$ cat src/rtl/result_sender_pkg.sv
// result_sender_pkg: shared FSM encoding and byte-count helper for the result serializer
package result_sender_pkg;

    typedef enum logic [1:0] {
        IDLE = 2'd0,
        LOAD = 2'd1,
        SEND = 2'd2,
        WAIT = 2'd3
    } state_t;

    localparam int WCNT_W = 12;

    function automatic int calc_bpw(input int d_wl);
        return (d_wl + 7) / 8;
    endfunction

endpackage

$ cat src/rtl/result_sender_word_fifo.sv
// word_fifo: synchronous show-ahead FIFO with occupancy count
module word_fifo #(
    parameter int WIDTH = 24,
    parameter int DEPTH = 32
) (
    input  logic                       clk,
    input  logic                       rst,
    input  logic                       push,
    input  logic [WIDTH-1:0]           wdata,
    input  logic                       pop,
    output logic [WIDTH-1:0]           rdata,
    output logic                       full,
    output logic                       empty,
    output logic [$clog2(DEPTH):0]     count
);

    localparam int AW = $clog2(DEPTH);

    logic [WIDTH-1:0] mem_q [DEPTH];
    logic [AW-1:0]    wr_ptr_q, wr_ptr_d;
    logic [AW-1:0]    rd_ptr_q, rd_ptr_d;
    logic [AW:0]      count_q, count_d;
    logic             do_wr, do_rd;

    // A push into a full FIFO is still taken when the same cycle frees a slot
    always_comb begin
        do_rd    = pop && (count_q != '0);
        do_wr    = push && ((count_q != (AW+1)'(DEPTH)) || do_rd);
        wr_ptr_d = wr_ptr_q + AW'(do_wr);
        rd_ptr_d = rd_ptr_q + AW'(do_rd);
        count_d  = count_q + (AW+1)'(do_wr) - (AW+1)'(do_rd);
    end

    always_ff @(posedge clk) begin
        if (rst) begin
            wr_ptr_q <= '0;
            rd_ptr_q <= '0;
            count_q  <= '0;
        end else begin
            wr_ptr_q <= wr_ptr_d;
            rd_ptr_q <= rd_ptr_d;
            count_q  <= count_d;
        end
    end

    always_ff @(posedge clk) begin
        if (do_wr) mem_q[wr_ptr_q] <= wdata;
    end

    assign rdata = mem_q[rd_ptr_q];
    assign full  = count_q == (AW+1)'(DEPTH);
    assign empty = count_q == '0;
    assign count = count_q;

endmodule

$ cat src/rtl/result_sender.sv
// result_sender: buffers result words and streams them MSB-first as bytes to a UART
module result_sender
    import result_sender_pkg::*;
#(
    parameter int D_WL        = 24,
    parameter int OUTPUT_SIZE = 20,
    parameter int FIFO_DEPTH  = 32
) (
    input  logic            clk,
    input  logic            rst,
    input  logic            d_i_valid,
    input  logic [D_WL-1:0] d_i,
    output logic            d_i_ready,
    output logic [7:0]      tx_data,
    output logic            tx_en,
    input  logic            tx_finish,
    output logic            busy,
    output logic            frame_done
);

    localparam int BPW = calc_bpw(D_WL);
    localparam int SW  = 8 * BPW;
    localparam int CW  = $clog2(FIFO_DEPTH) + 1;

    state_t              state_q, state_d;
    logic [SW-1:0]       shift_q, shift_d;
    logic [2:0]          byte_cnt_q, byte_cnt_d;
    logic [WCNT_W-1:0]   word_cnt_q, word_cnt_d;
    logic                frame_done_q, frame_done_d;
    logic                fifo_push, fifo_pop, fifo_full, fifo_empty;
    logic [D_WL-1:0]     fifo_rdata;
    logic [CW-1:0]       fifo_count;
    logic                last_byte, last_word;

    assign fifo_push = d_i_valid && d_i_ready;

    word_fifo #(
        .WIDTH (D_WL),
        .DEPTH (FIFO_DEPTH)
    ) u_fifo (
        .clk   (clk),
        .rst   (rst),
        .push  (fifo_push),
        .wdata (d_i),
        .pop   (fifo_pop),
        .rdata (fifo_rdata),
        .full  (fifo_full),
        .empty (fifo_empty),
        .count (fifo_count)
    );

    assign last_byte = byte_cnt_q == 3'(BPW - 1);
    assign last_word = word_cnt_q == WCNT_W'(OUTPUT_SIZE - 1);

    always_comb begin
        state_d      = state_q;
        shift_d      = shift_q;
        byte_cnt_d   = byte_cnt_q;
        word_cnt_d   = word_cnt_q;
        frame_done_d = 1'b0;
        fifo_pop     = 1'b0;
        unique case (state_q)
            IDLE: state_d = fifo_empty ? IDLE : LOAD;
            LOAD: begin
                fifo_pop   = 1'b1;
                shift_d    = SW'(fifo_rdata);
                byte_cnt_d = '0;
                state_d    = SEND;
            end
            SEND: state_d = WAIT;
            WAIT: begin
                // Shifting on the final byte too leaves tx_data at zero once idle
                if (tx_finish) begin
                    shift_d = shift_q << 8;
                    if (!last_byte) begin
                        byte_cnt_d = byte_cnt_q + 3'd1;
                        state_d    = SEND;
                    end else begin
                        word_cnt_d   = last_word ? '0 : word_cnt_q + WCNT_W'(1);
                        frame_done_d = last_word;
                        state_d      = fifo_empty ? IDLE : LOAD;
                    end
                end
            end
        endcase
    end

    always_ff @(posedge clk) begin
        if (rst) begin
            state_q      <= IDLE;
            shift_q      <= '0;
            byte_cnt_q   <= '0;
            word_cnt_q   <= '0;
            frame_done_q <= 1'b0;
        end else begin
            state_q      <= state_d;
            shift_q      <= shift_d;
            byte_cnt_q   <= byte_cnt_d;
            word_cnt_q   <= word_cnt_d;
            frame_done_q <= frame_done_d;
        end
    end

    assign tx_en      = state_q == SEND;
    assign tx_data    = shift_q[SW-1 -: 8];
    assign busy       = (fifo_count != '0) || (state_q != IDLE);
    assign d_i_ready  = !fifo_full;
    assign frame_done = frame_done_q;

endmodule

$ cat config.mk
export PLATFORM = sky130hd
export DESIGN_NAME = result_sender
export DESIGN_NICKNAME = d
export VERILOG_FILES = /design/src/rtl/result_sender_pkg.sv /design/src/rtl/result_sender_word_fifo.sv /design/src/rtl/result_sender.sv
export SDC_FILE = /design/constraint.sdc
export NUM_CORES = 1
export LEC_CHECK = 0
export CORE_ASPECT_RATIO = 1.4
export CORE_MARGIN = 2
export CORE_UTILIZATION = 60
export CTS_BUF_LIST = sky130_fd_sc_hd__clkbuf_16
export DETAILED_ROUTE_END_ITERATION = 8
export PLACE_DENSITY = 0.86
export SLEW_MARGIN = 10
export SYNTH_ARGS = -nofsm -noshare
export SYNTH_HDL_FRONTEND = slang
export SYNTH_SLANG_ARGS = --single-unit
export TNS_END_PERCENT = 50
$ cat constraint.sdc
create_clock -name clk -period 5 [get_ports clk]
set_clock_uncertainty 0.15 [all_clocks]
set_input_delay 0.5 -clock clk [delete_from_list [all_inputs] [get_ports clk]]
set_output_delay 0.5 -clock clk [all_outputs]
set_load 0.1 [all_outputs]
# After elaboration in Yosys (flattened, before gate mapping)
# Memory sizes are Yosys's and may differ from the RTL's. A register that Yosys moved wholly into a read port is not among the register bits.
# Index checks and enable logic that the tools add are counted.
# classes
n_mux	14
n_shift	0
n_div	0
n_reduce_logical	15
n_eq_ne	9
n_lt_le_gt_ge	0
multipliers	0
bitwise	3
n_addsub	6
# ops
op	count
$pmux W24 S2	1
$mux W24	1
$add A12 B1 Y12 const B	1
$eq A12 B5 Y1 const B	1
$mux W12	1
$add A5 B1 Y5	2
$pmux W2 S4	1
$add A6 B1 Y6	1
$eq A6 B6 Y1 const B	1
$logic_not A6 Y1	1
$mux W3	2
$ne A6 B6 Y1 const B	1
$pmux W3 S2	1
$reduce_and A3 Y1	2
$reduce_bool A6 Y1	1
$sub A6 B1 Y6	1
$mux W5	1
$eq A2 B2 Y1 const B	2
$mux W1	4
$mux W2	2
$ne A2 B2 Y1 const B	2
$reduce_bool A2 Y1	2
$reduce_or A4 Y1	1
$add A3 B1 Y3 const B	1
other kinds (8)	13
# word_totals
latchBits	0
romBits	0
memories	1
mem_bits_rw	768
ff_bits	58
input_bits	28
out_inout_bits	12
elab_cells	56
# memory_table
memory	depth	word_bits	read_ports	rd_clocked_by_memory_dff	write_ports	line	text
u_fifo.mem_q	32	24	1	1	1	result_sender_word_fifo.sv:19	logic [WIDTH-1:0] mem_q [DEPTH];

# Longest topological paths before layout
# Gate-level depths: netlist of the first run.
# depth
ltp_word	7
ltp_mapped	14

# Modules after synthesis
# Synthesis of the first run repeated with hierarchy kept, for this count alone.
# unflattened
hier_cells	1629
area_unflattened_um2	31951.9
# by_module_without_submodules
mod	cells_each	seq_area_each_um2	area_per_inst_um2	n_inst
word_fifo	1393	23382.4	30006.3	1
result_sender	236	840.8	1945.6	1

# Least setup slack after synthesis of the first run
# OpenSTA, ideal clock, no wires.
# synth_path
path_type	register -> register
from	register u_fifo.count_q[2] (netlist: u_fifo.count[2])
to	memory u_fifo.mem_q[28][0] (enable)
required_time_ns	4.445
slack_ns	1.080
setup_time_ns	0.405
arrival_time_ns	3.366
stages_incl_launch_ff	9
path_buffers	2
path_cell_list	dfxtp_1 > inv_1 > ha_1 > nand4_1 > and2_1 > clkbuf_1 > or3b_2 > clkbuf_1 > nor2_1
# synth_via
elab_chain_len	6
elab_cells_between_ends	10
cone_classes	2 x eq/ne; 2 x mux; 6 x reduce/logical
# synth_lines
item	line	text
from (decl)	result_sender_word_fifo.sv:22	logic [AW:0] count_q, count_d;
from (signal assigned)	result_sender_word_fifo.sv:42	count_q <= count_d;
$eq A6 B6 Y1	result_sender_word_fifo.sv:51	assign full = count_q == (AW+1)'(DEPTH);
$logic_not A1 Y1	result_sender.sv:107	assign d_i_ready = !fifo_full;
via d_i_ready	result_sender.sv:13	output logic d_i_ready,
$logic_and A1 B1 Y1	result_sender.sv:35	assign fifo_push = d_i_valid && d_i_ready;
$logic_and A1 B1 Y1	result_sender_word_fifo.sv:28	do_wr = push && ((count_q != (AW+1)'(DEPTH)) || do_rd);
$mux W1	result_sender_word_fifo.sv:47	if (do_wr) mem_q[wr_ptr_q] <= wdata;
$mux W1 (not written as such)	result_sender_word_fifo.sv:47	
to (decl)	result_sender_word_fifo.sv:19	
# The timed path passes the listed nets, and every way through them passes these cells.

# Final worst setup path of the first run
# layout_path
from	register u_fifo.count_q[2] (netlist: u_fifo.count[2])
to	output port busy
# layout_via
elab_chain_len	2
# layout_lines
item	line	text
$reduce_bool A6 Y1	result_sender.sv:106	assign busy = (fifo_count != '0) || (state_q != IDLE);
$logic_or A1 B1 Y1	result_sender.sv:106	
to (decl)	result_sender.sv:17	output logic busy,
# No other way between the ends.

==> flow_summary.json, run 1 <==
{
  "status": "completed",
  "cts_tree": "done",
  "crit_path_max_fanout": 4,
  "synth_top_area_frac": 0.712,
  "clock.fmax_mhz": 275,
  "die_area_mm2": 0.0559,
  "initial_core_util": 0.608,
  "routed_via_density": 6.94,
  "slowest_delay_ns": 1.01,
  "grt_usage": 0.311,
  "gp_congestion": 0.975,
  "synth_nets": 1690,
  "min_path_type": "in -> reg",
  "first_pass_iters": 6,
  "hold_slack_ns": 0.281,
  "grt_overflow": 0,
  "syn-cell-area_mm2": 0.0324,
  "antenna_found_initial": 0,
  "powerDensity_mw_per_mm2": 466,
  "synthTopCellsByArea": "edfxtp_1 71%, mux4_2 13%, dfxtp_1 3.6%",
  "drive_above_1_share": 0.222,
  "cts_buffer_depth": 3,
  "io_buffer_count": 39,
  "cts_made_buffers": 73,
  "root_buffer": "clkbuf_16",
  "die_y_um": 279,
  "ir_worst_vdd_v": 0.000296,
  "drv_slew": 0,
  "wl_per_cell_um": 34.3,
  "grt_pass1_vias": 17300,
  "hold_violations": 0,
  "met2_length_um": 41800,
  "crit_arrival_ns": 2.99,
  "clock-sinks": 826,
  "tns_ns": 0,
  "top_layer": "met5",
  "dr_wl_met3_um": 8400,
  "drt_iter0_drc": 2582,
  "path_delay_family": "buffers and inverters",
  "ys_seq_area_frac": 0.748,
  "syn_avg_cell_area_um2": 19.7,
  "async_reset_ff_frac": 0,
  "clk_pin_slew_ns": 0.06,
  "path_buf_inv": 2,
  "htreeDepth": 3,
  "io_pins": 40,
  "die_w_um": 200,
  "worstSetupEndpointType": "output pin",
  "nets": 1763,
  "p_total_mw": 16.8,
  "synth_seq_cells": 826,
  "antenna_cells": 0,
  "placed_cell_area_mm2": 0.0337,
  "p_leak_nw": 11.0,
  "slowest_stage": "clkdlybuf4s50_1",
  "relSlewSlack": 0.179,
  "dp.cells": 2357,
  "synth_commonest_cells": "768 x edfxtp_1, 180 x mux4_2, 104 x nor2_1, 60 x mux2i_1, 58 x dfxtp_1",
  "wl_met1_um": 28300,
  "detail-route-antenna-nets": 0,
  "synth_edf_count": 768,
  "worst_pin_slew_ns": 1.23,
  "rsz0062_at_grt": "no",
  "grt_max_degree": 49,
  "design_area_mm2": 0.0361,
  "post_cts_buffers": 0,
  "startpoint_type": "flip-flop",
  "synth_cell_types": 62,
  "min_period_ns": 3.64,
  "yosys_warnings": 0,
  "drc": 0,
  "fin_cells": 2490,
  "syn_inst": 1645,
  "cts_resized": 0,
  "grt_pass1_wl_um": 122000,
  "core_mm2": 0.0533,
  "max_cap_viol_count": 0,
  "finalCritPeriodShare": 0.728,
  "insertion_delay_ns": 0.64,
  "dp_hpwl_um": 50600,
  "yosysMostFrequentCell": "edfxtp_1",
  "synthFlopType": "edfxtp_1",
  "placementRows": 100,
  "postCtsHoldBufs": 0,
  "critical_path.cell_chain": "inv_1, ha_1, nor4bb_1, nand2_1, clkdlybuf4s50_1",
  "setup_viol": 0,
  "routed_wl_um": 85300,
  "area_growth_pct": 11.5,
  "yosysTopAreaCell": "edfxtp_1",
  "crit_type": "reg -> out",
  "critPathRequiredTime_ns": 4.35,
  "vias": 17300
}
## registers in the layout, summed over array words and instances, names as in the netlist
| signal | count |
|---|---|
| frame_done | 1 |
| byte_cnt_q | 3 |
| shift_q | 24 |
| u_fifo.wr_ptr_q | 5 |
| u_fifo.count | 6 |
| u_fifo.mem_q | 768 |
| u_fifo.rd_ptr_q | 5 |
| state_q | 2 |
| word_cnt_q | 12 |
## logic make-up (layout without fill, tap and decap cells)
kind of cell	Yosys count	after routing	share of synthesized area
xor+xnor	21	21	0.00568
compound gates	160	160	0.0327
buf+inv	114	245	0.0228
mux	247	247	0.146
simple gates	260	260	0.0384
flops	826	826	0.748
fa+ha+maj	17	17	0.00680
## metrics by stage
| step | setup slack, ns | utilization |
|---|---|---|
| after floorplan | 1.08 | - |
| after global placement | 1.55 | 0.632 |
| after detailed placement | 1.44 | 0.632 |
| after CTS | 1.33 | 0.678 |
| after global routing | 1.19 | 0.678 |
| final | 1.36 | 0.678 |
## worst min-delay path: stages
cell and delay (ns):
buf_2 0.12, nor3b_2 0.13, o21ai_0 0.15, o32ai_1 0.10
## worst paths after layout
| check | startpoint | end | slack [ns] | cells after the start |
|---|---|---|---|---|
| worst max-delay path | u_fifo.count[2]$_SDFF_PP0_ | busy | 1.36 | 5 |
| worst max register to register | u_fifo.count[2]$_SDFF_PP0_ | u_fifo.mem_q[8][2]$_DFFE_PP_ | 1.65 | 7 |
| worst min register to register | shift_q[13]$_SDFFE_PP0P_ | shift_q[13]$_SDFFE_PP0P_ | 0.34 | 2 |
| worst min-delay path | rst | shift_q[19]$_SDFFE_PP0P_ | 0.28 | 4 |
## cells in the final DEF (no fill, tap or decap), types with 23 or more instances in the layout
cell | netlist | routed
clkbuf_16 | 0 | 75
a21oi_1 | 33 | 33
edfxtp_1 | 768 | 768
nand3_1 | 37 | 37
inv_1 | 21 | 33
nor2_4 | 0 | 23
clkdlybuf4s50_1 | 0 | 35
mux2i_1 | 60 | 60
dfxtp_1 | 58 | 54
nor2_1 | 104 | 72
o21ai_0 | 32 | 31
mux4_2 | 180 | 180
buf_4 | 27 | 45
nand2_1 | 42 | 42
## layout make-up
| cell class | count | area [um^2] |
|---|---|---|
| flip-flops and latches | 826 | 24200 |
| fillers | 3214 | 17200 |
| multi-input cells | 705 | 7640 |
| clock buffers | 75 | 1880 |
| well taps | 714 | 893 |
| repair buffers | 91 | 848 |
| clock inverters | 58 | 566 |
| inverters | 21 | 78.8 |
## where the power goes
part	internal, mW	total, mW	leakage, nW	switching (mW)
sequential	7.72	7.91	7.39	0.183
clock	3.27	5.80	1.23	2.53
combinational	1.31	3.14	2.40	1.83
## per-layer routing
| layer | GRT usage | vias to the layer above |
|---|---|---|
| li1 | - | 6824 |
| met1 | 0.381 | 8808 |
| met2 | 0.508 | 1360 |
| met3 | 0.0617 | 295 |
| met4 | 0.212 | 2 |
| met5 | 0.00348 | - |
Power figures use the tool's default switching activity.
==> run 2, diff against run 1 <==
- CORE_UTILIZATION: 60 -> 56
- PLACE_DENSITY: 0.86 -> 0.84
- clock period: 5 -> 3.12 ns (I/O delays scaled with it)
==> flow_summary.json, run 2 (same netlist as run 1, synthesis figures left out) <==
{
  "share_comb_of_total_power": 0.187,
  "grt_overflow": 0,
  "power_frac_seq": 0.482,
  "crit_type": "reg -> reg",
  "fin_cells": 2582,
  "core_mm2": 0.0574,
  "grt_usage": 0.268,
  "slowest_delay_ns": 0.43,
  "dp.cells": 2448,
  "setup_viol": 0,
  "die_w_um": 207,
  "endpoint": "u_fifo.count[4]$_SDFF_PP0_",
  "grt_max_degree": 58,
  "path_delay_family": "adder cells",
  "slowest_stage": "fa_1",
  "post_cts_buffers": 0,
  "max_cap_viol_count": 0,
  "cts_buffer_depth": 3,
  "hold_violations": 0,
  "placed_cell_area_mm2": 0.0345,
  "ff2ff_setup_slack_ns": 0.30,
  "io_buffer_count": 39,
  "p_clk_frac": 0.331,
  "antenna_found_initial": 3,
  "clock-sinks": 826,
  "crit_arrival_ns": 3.14,
  "wl_per_cell_um": 30.9,
  "top_regs": "u_fifo.mem_q (768), shift_q (24), word_cnt_q (12)",
  "cts_made_buffers": 73,
  "critical_path.cell_chain": "inv_1, ha_1, nor4bb_1, nor2_1, ha_1, inv_1, ha_2, inv_1, fa_1, inv_1, a21oi_1, o21bai_1, xnor2_1, nor2_1",
  "drive_above_1_share": 0.246,
  "layout_commonest_cell": "edfxtp_1",
  "rr_worst_depth": 14,
  "rsz0062_at_grt": "no",
  "finalCritPeriodShare": 0.903,
  "critPathRequiredTime_ns": 3.44,
  "relSlewSlack": 0.250,
  "worst_pin_slew_ns": 1.12,
  "io_pins": 40,
  "p_int_mw": 19.4,
  "root_buffer": "clkbuf_16",
  "critPathLaunch": "u_fifo.count[2]$_SDFF_PP0_",
  "regMostFlops": "u_fifo.mem_q",
  "dp_hpwl_um": 46700,
  "worstReg2RegEnd": "u_fifo.count[4]$_SDFF_PP0_",
  "nets": 1826,
  "detail-route-antenna-nets": 0,
  "cts_tree": "done",
  "grt_pass1_wl_um": 117000,
  "status": "completed",
  "largest_register_ff_count": 768,
  "area_growth_pct": 13.5,
  "p_total_mw": 26.2,
  "drc": 0,
  "cts_resized": 0,
  "fin_util": 0.641,
  "htreeDepth": 3,
  "startpoint_type": "flip-flop",
  "worst_path_most_repeated_cell": "inv_1",
  "routed_via_density": 6.74,
  "crit_path_max_fanout": 2,
  "first_pass_iters": 6,
  "vias": 17400,
  "p_leak_nw": 11.4,
  "drt_iter0_drc": 2556,
  "placementRows": 104,
  "routed_wl_um": 79800,
  "design_area_mm2": 0.0368,
  "ir_worst_vdd_v": 0.000458,
  "crit_cells": 14,
  "min_path_type": "in -> reg",
  "drv_slew": 0,
  "powerDensity_mw_per_mm2": 712,
  "p_switching_mw": 6.79,
  "swShare": 0.259,
  "postCtsHoldBufs": 0,
  "path_buf_inv": 4,
  "clk_pin_slew_ns": 0.06,
  "clock.fmax_mhz": 355,
  "layout_common_cells": "768 x edfxtp_1, 180 x mux4_2, 99 x buf_4, 74 x clkbuf_16, 72 x nor2_1",
  "grt_pass1_vias": 18000,
  "min_period_ns": 2.82,
  "insertion_delay_ns": 0.61,
  "worstSetupEndpointType": "flip-flop",
  "initial_core_util": 0.565,
  "gp_congestion": 0.876,
  "die_area_mm2": 0.0598,
  "die_y_um": 289,
  "r2r-start": "u_fifo.count[2]$_SDFF_PP0_"
}
## run 2: cell types whose count changed in the layout (fill, tap and decap cells not counted), moves of 5 or more
cell             delta
nor2_4              +9
bufinv_16           -5
buf_12             +20
inv_1               +9
buf_4              +54
clkdlybuf4s50_1     -8
nor2_2              -9
## run 2: worst min-delay path by stage
stage | from | endpoint | slack [ns] | cells past startpoint
finish | rst | shift_q[16]$_SDFFE_PP0P_ | 0.16 | 5
global route | rst | shift_q[11]$_SDFFE_PP0P_ | 0.18 | 5
CTS | rst | shift_q[16]$_SDFFE_PP0P_ | 0.14 | 5
detailed placement | shift_q[13]$_SDFFE_PP0P_ | shift_q[13]$_SDFFE_PP0P_ | 0.34 | 2
global placement | shift_q[13]$_SDFFE_PP0P_ | shift_q[13]$_SDFFE_PP0P_ | 0.33 | 2
floorplan | d_i[0] | u_fifo.mem_q[0][0]$_DFFE_PP_ | 0.26 | 0
## run 2: area by class of cell
type / count / area [um^2]
diodes: 1 / 2.50
fillers: 3517 / 20600
flip-flops and latches: 826 / 24200
multi-input cells: 705 / 7690
clock buffers: 74 / 1850
clock inverters: 59 / 428
well taps: 742 / 928
repair buffers: 154 / 1560
inverters: 21 / 78.8
## run 2: worst min-delay path: cells and delay by family
family | cells | cell delay (ns)
AOI/OAI and AO/OA | 2 | 0.19
buffers and inverters | 2 | 0.31
and+or+nand+nor | 1 | 0.05
## run 2: layer usage
| layer | up-vias | share of wire | global-route usage |
|---|---|---|---|
| met3 | 349 | 0.095 | 0.0441 |
| met1 | 8807 | 0.32 | 0.313 |
| met2 | 1299 | 0.51 | 0.464 |
| li1 | 6944 | - | - |
| met5 | - | 0.00016 | 0 |
| met4 | 2 | 0.070 | 0.176 |
## run 2: through the flow
| step | hold slack, ns | setup TNS (ns) | setup slack [ns] |
|---|---|---|---|
| after detailed placement | 0.337 | 0 | 0.264 |
| after CTS | 0.143 | 0 | 0.254 |
| final | 0.164 | 0 | 0.303 |
| after global placement | 0.327 | 0 | 0.353 |
| after floorplan | 0.261 | -88.19 | -0.172 |
| after global routing | 0.177 | 0 | 0.0204 |
## run 2: power groups by stage
stage | Sequential [mW] | Clock, mW | Combinational, mW
5_1_grt | 12.6 | 9.08 | 5.18
3_5_place_dp | 12.8 | 0 | 4.82
3_3_place_gp | 12.8 | 0 | 4.68
6_report | 12.6 | 8.65 | 4.90
4_1_cts | 12.6 | 8.73 | 4.91
2_1_floorplan | 12.7 | 0 | 3.76
